===== src/rtl/fp_pkg.sv =====
// Shared IEEE-754 format constants and classification helpers for the fp arith units.
// Helpers take the format as run-time ints so any width up to 64 bits can use them.
package fp_pkg;

  localparam int HALF_EXP_W    = 5;
  localparam int HALF_FRAC_W   = 10;
  localparam int SINGLE_EXP_W  = 8;
  localparam int SINGLE_FRAC_W = 23;
  localparam int DOUBLE_EXP_W  = 11;
  localparam int DOUBLE_FRAC_W = 52;
  localparam int MAX_W         = 64;

  typedef logic [MAX_W-1:0] fp_word_t;

  // Sign 0, exponent all ones, quiet bit set, rest of fraction clear.
  function automatic fp_word_t canon_qnan(input int bitwidth, input int exp_w);
    fp_word_t r;
    int frac_w;
    frac_w = bitwidth - 1 - exp_w;
    r = '0;
    for (int i = 0; i < MAX_W; i++) begin
      if (i >= frac_w - 1 && i < bitwidth - 1) r[i] = 1'b1;
    end
    return r;
  endfunction

  function automatic logic is_nan(input fp_word_t x, input int bitwidth, input int exp_w);
    logic exp_ones;
    logic frac_nz;
    int frac_w;
    frac_w   = bitwidth - 1 - exp_w;
    exp_ones = 1'b1;
    frac_nz  = 1'b0;
    for (int i = 0; i < MAX_W; i++) begin
      if (i < frac_w) frac_nz = frac_nz | x[i];
      else if (i < bitwidth - 1) exp_ones = exp_ones & x[i];
    end
    return exp_ones & frac_nz;
  endfunction

  function automatic logic is_zero(input fp_word_t x, input int bitwidth);
    logic nz;
    nz = 1'b0;
    for (int i = 0; i < MAX_W; i++) begin
      if (i < bitwidth - 1) nz = nz | x[i];
    end
    return !nz;
  endfunction

endpackage


===== src/rtl/fp_minmax_core.sv =====
// Combinational IEEE-754 min/max select with configurable NaN policy; zero latency.
// No handshake of its own; the wrapper owns flow control.
module fp_minmax_core
  import fp_pkg::*;
#(
  parameter int BITWIDTH = 32,
  parameter int EXP_W    = 8,
  parameter int IS_MIN   = 0,
  parameter int NAN_PROP = 1
) (
  input  logic [BITWIDTH-1:0] lhs,
  input  logic [BITWIDTH-1:0] rhs,
  output logic [BITWIDTH-1:0] result
);

  localparam fp_word_t QNAN = canon_qnan(BITWIDTH, EXP_W);

  logic                lhs_nan;
  logic                rhs_nan;
  logic [BITWIDTH-1:0] lhs_key;
  logic [BITWIDTH-1:0] rhs_key;
  logic                rhs_wins;

  // Mapping sign-magnitude onto an unsigned key makes the total order a plain
  // compare: negatives invert (reversed magnitude), positives get the top bit set.
  always_comb begin
    lhs_nan  = is_nan(MAX_W'(lhs), BITWIDTH, EXP_W);
    rhs_nan  = is_nan(MAX_W'(rhs), BITWIDTH, EXP_W);
    lhs_key  = lhs[BITWIDTH-1] ? ~lhs : {1'b1, lhs[BITWIDTH-2:0]};
    rhs_key  = rhs[BITWIDTH-1] ? ~rhs : {1'b1, rhs[BITWIDTH-2:0]};
    rhs_wins = (IS_MIN != 0) ? (rhs_key < lhs_key) : (rhs_key > lhs_key);
    if (lhs_nan || rhs_nan) begin
      if (NAN_PROP != 0 || (lhs_nan && rhs_nan)) result = QNAN[BITWIDTH-1:0];
      else result = lhs_nan ? rhs : lhs;
    end else begin
      result = rhs_wins ? rhs : lhs;
    end
  end

endmodule


===== src/rtl/fp_minmax_pipe.sv =====
// Elastic fp min/max: joins lhs/rhs, LATENCY register stages (0 = combinational).
// Per-stage valid/ready; empty stages keep loading under an output stall.
module fp_minmax_pipe
  import fp_pkg::*;
#(
  parameter int BITWIDTH = 32,
  parameter int EXP_W    = 8,
  parameter int LATENCY  = 2,
  parameter int IS_MIN   = 0,
  parameter int NAN_PROP = 1
) (
  input  logic                clk,
  input  logic                rst,
  input  logic [BITWIDTH-1:0] lhs,
  input  logic                lhs_valid,
  output logic                lhs_ready,
  input  logic [BITWIDTH-1:0] rhs,
  input  logic                rhs_valid,
  output logic                rhs_ready,
  output logic [BITWIDTH-1:0] result,
  output logic                result_valid,
  input  logic                result_ready
);

  logic [BITWIDTH-1:0] f_res;
  logic                join_valid;
  logic                s0_ready;

  fp_minmax_core #(
    .BITWIDTH(BITWIDTH),
    .EXP_W   (EXP_W),
    .IS_MIN  (IS_MIN),
    .NAN_PROP(NAN_PROP)
  ) u_core (
    .lhs   (lhs),
    .rhs   (rhs),
    .result(f_res)
  );

  assign join_valid = lhs_valid & rhs_valid;
  assign lhs_ready  = rhs_valid & s0_ready;
  assign rhs_ready  = lhs_valid & s0_ready;

  if (LATENCY == 0) begin : g_comb
    logic unused_clk_rst;
    assign unused_clk_rst = clk ^ rst;
    assign result         = f_res;
    assign result_valid   = join_valid;
    assign s0_ready       = result_ready;
  end else begin : g_pipe
    logic [LATENCY-1:0]               v;
    logic [LATENCY-1:0]               up_v;
    logic [LATENCY-1:0]               rdy;
    logic [LATENCY-1:0][BITWIDTH-1:0] d;
    logic [LATENCY-1:0][BITWIDTH-1:0] up_d;
    logic                             rdy_chain;

    // A stage is ready when empty or when everything downstream can move.
    always_comb begin
      up_v[0] = join_valid;
      up_d[0] = f_res;
      for (int i = 1; i < LATENCY; i++) begin
        up_v[i] = v[i-1];
        up_d[i] = d[i-1];
      end
      rdy_chain        = ~v[LATENCY-1] | result_ready;
      rdy[LATENCY-1]   = rdy_chain;
      for (int i = LATENCY - 2; i >= 0; i--) begin
        rdy_chain = ~v[i] | rdy_chain;
        rdy[i]    = rdy_chain;
      end
    end

    always_ff @(posedge clk) begin
      if (!rst) begin
        v <= '0;
        d <= '0;
      end else begin
        for (int i = 0; i < LATENCY; i++) begin
          if (rdy[i]) begin
            v[i] <= up_v[i];
            if (up_v[i]) d[i] <= up_d[i];
          end
        end
      end
    end

    // In reset the pipeline is about to be empty, so advertise room already.
    assign s0_ready     = rdy[0] | ~rst;
    assign result       = d[LATENCY-1];
    assign result_valid = v[LATENCY-1];
  end

endmodule


===== config.mk =====
export PLATFORM = sky130hd
export DESIGN_NAME = fp_minmax_pipe
export DESIGN_NICKNAME = d
export VERILOG_FILES = /design/src/rtl/fp_pkg.sv /design/src/rtl/fp_minmax_core.sv /design/src/rtl/fp_minmax_pipe.sv
export SDC_FILE = /design/constraint.sdc
export NUM_CORES = 1
export LEC_CHECK = 0
export BUFFER_PORTS_ARGS = -buffer_cell sky130_fd_sc_hd__buf_2
export CAP_MARGIN = 20
export CORE_MARGIN = 8
export CORE_UTILIZATION = 40
export DETAILED_ROUTE_END_ITERATION = 16
export RECOVER_POWER = 25
export SYNTH_ARGS = -nofsm -noshare
export SYNTH_HDL_FRONTEND = slang
export SYNTH_SLANG_ARGS = --single-unit

===== constraint.sdc =====
create_clock -name clk -period 5.6 [get_ports clk]
set_input_delay 1.12 -clock clk [delete_from_list [all_inputs] [get_ports clk]]
set_output_delay 1.12 -clock clk [all_outputs]
set_load 0.005 [all_outputs]

==> run_results.csv <==
group,metric,value,unit
outcome,status,"finished, violations left",
outcome,violations,"max-capacitance violations, max-slew violations",
timing,period_minus_slack,4.08,ns
timing,max_freq,245,MHz
clocking,clk_pin_slew,0.07,ns
die,fp.dieH,122,um
clocking,hold_buffers,0,
die,num_io_pins,104,
critical_path,cp.required,5.82,ns
route,first_iter_violations,182,
synth,yosysMostFrequentCell,"nand2_1",
critical_path,path_class,"in2reg",
clocking,ctsRootBufferMaster,"clkbuf_8",
synth,synthFlopType,"dfxtp_1",
clocking,clock-sinks,66,
clocking,post_cts_buffers,0,
synth,yosys_warnings,0,
power_and_ir_drop,pwr_density_cell,243,nW/um^2
synth,synth.avg_cell_area,8.31,sq um
die,die_w,122,um
timing,hold-worst-slack,0.454,ns
synth,syn_nets,642,
job,cap_violations,1,
route,vias,3889,
critical_path,path_buf_inv,2,
critical_path,r2r_cells,6,
clocking,cts_resized,0,
hold_path,min_path_type,"reg2reg",
clocking,insertion_delay,0.35,ns
critical_path,timing.rr.end,"g_pipe.d[20]",
grt,first_global_vias,4081,
synth,synthCells,541,
timing,setup_viol,0,
critical_path,end_kind,"flop",
clocking,tritoncts,"built",
place,hpwlAfterDp,9580,um
cells_and_area,fin_util,46.1,%
synth,synth-seq-area-share,29.4,%
route,routedWlPerCell,16.9,um
cells_and_area,antennaDiodeCount,0,
hold_path,hold_end,"result[4]",
critical_path,crit_family,"compound AO/OA/AOI/OAI gates",
critical_path,max_stage_delay,0.67,ns
timing,rsz0062_at_grt,"false",
synth,syn_area,4500,sq um
grt,grt_pass1_wl,20200,um
synth,synth_commonest_cells,"115 x nand2_1, 66 x dfxtp_1, 41 x a21oi_1, 35 x nand4_1, 34 x buf_4",
critical_path,crit_path_start,"rhs[31]",
die,row_count,38,
die,die_area,14900,sq um
critical_path,critPathMostFrequentCell,"a21o_1",
critical_path,timing.rr.start,"g_pipe.v[0]",
place,io_buffers,103,
die,core-area,10900,sq um
synth,yosys_register_bits,66,
synth,synth_edf_count,0,
cells_and_area,drive_gt1_share,22.7,%
synth,yosysTopAreaCell,"dfxtp_1",
critical_path,crit_slowest_cell,"buf_2",
place,routabilityCongestion,0.843,
route,detail-route-antenna-nets,0,
synth,synth_area_leaders,"dfxtp_1 29%, nand2_1 9.6%, ha_1 8.9%",
synth,ys_async_sr_fraction,0,%
power_and_ir_drop,irDropWorstVdd,0.120,mV
grt,antenna_found_initial,0,
clocking,cts_buffers,9,
cells_and_area,area_growth,11.5,%
critical_path,arrival,4.29,ns
timing,hold_viol,0,
synth,synthDistinctLibCells,43,
route,drt_wl_total,12500,um
critical_path,cp-start-kind,"input pin",
critical_path,crit_chain,"buf_2 -> xor2_1 -> ha_1 -> a21o_1 -> a221o_1 -> a221oi_1 -> a21o_1 -> and2_1 -> buf_4 -> a211oi_1",
timing,slew-limit-headroom,-13.4,%
cells_and_area,final_nets,695,
timing,tns,0,ns
route,firstDrtPassIters,5,
timing,slew_violations,36,
hold_path,hp-start,"result[4]",
die,start_util,41.3,%
power_and_ir_drop,cellLeakagePower,2.02,nW
grt,grt_max_degree,47,
grt,grt_overflow,0,
synth,synth_top_area_share,29.4,%
timing,clock_skew,0.00970,ns
critical_path,critical_path.max_fanout,33,
grt,grt_usage,16.9,%
power_and_ir_drop,finalPower,1.22,mW
timing,period_share,72.8,%
clocking,cts_buffer_depth,2,
route,vias_per_cell,5.27,
hold_path,hold_depth,2,
timing,worstMarginPinSlew,1.70,ns
clocking,cts_htree_levels,3,
route,drc_errors,0,
critical_path,r2r_setup_slack,3.33,ns
[worst reg2reg max path: cells and delay by family (launching register included)]
kind	cells	cell delay (ns)
AND/OR/NAND/NOR	4	1.53
AO/OA/AOI/OAI	2	0.37
flip-flops	1	0.33
[registers in the layout, indices dropped and copies added, names as in the netlist]
name,flops
result,32
g_pipe.d,32
g_pipe.v,2
[layer usage]
metal  track usage (%)  up-vias  part of all wire [%]
met5                 0        -                     0
met4              6.17        0                   1.6
met3              4.49       16                   6.5
met2              26.0       98                    44
met1              22.0     1798                    48
li1                  -     1977                     -
[placed cells by master (no fill, tap or decap), types with 2 or more instances in the layout]
master    synthesis  routed
buf_4            34       6
dfxtp_1          66      66
a21o_1            6       6
a21boi_0          2       2
ha_1             32      32
o21a_1            2       2
or4_1             3       3
nor2_1           15      15
xor2_1           31      31
xnor2_1          31      31
o211ai_2         23      23
a21oi_1          41      41
clkbuf_8          0      12
nand2_1         115     115
a211oi_1         21      21
buf_16            0       2
clkbuf_1         14      19
nand3_1           2       2
nand4_1          35      35
inv_1             4       4
o21ai_0          11      11
nor4_1           10      10
and2_1            3       3
buf_2             9      86
[worst max path at each step]
stage	end	slack [ns]	cells past startpoint
floorplan	g_pipe.d[0]	1.82	12
global placement	g_pipe.d[25]	1.20	10
detailed placement	g_pipe.d[29]	1.16	10
CTS	g_pipe.d[29]	1.51	9
global route	g_pipe.d[27]	1.30	11
finish	g_pipe.d[29]	1.52	10
[through the flow]
step / cells / worst slack [ns] / cell area (sq um)
after floorplan: 541 / 1.82 / 4500
final: 738 / 1.52 / 5010
after global placement: 721 / 1.20 / 4780
after CTS: 737 / 1.51 / 5010
after detailed placement: 722 / 1.16 / 4810
after global routing: 738 / 1.30 / 5010
[report_power, final]
part | switching (mW) | internal (mW)
clock network | 0.184 | 0.239
logic | 0.174 | 0.118
registers | 0.0114 | 0.492
total | 0.370 | 0.850
[logic make-up (layout without fill, tap and decap cells)]
family          count (synthesis)  in the layout  synth area share, %
compound gates                114            114                 18.9
xor+xnor                       62             62                 12.1
fa+ha+maj                      32             32                 8.90
buf+inv                        75            132                 10.9
flops                          66             66                 29.4
simple gates                  192            192                 19.8
[final cells by class]
class                      count  area, sq um
clock buffer                  13          169
clock inverter                 2         35.0
fill                        1135         5870
inverter                       5         18.8
multi-input combinational    400         2700
sequential                    66         1320
tap                          140          175
timing repair buffer         112          598
(Power assumes the default switching activity.)
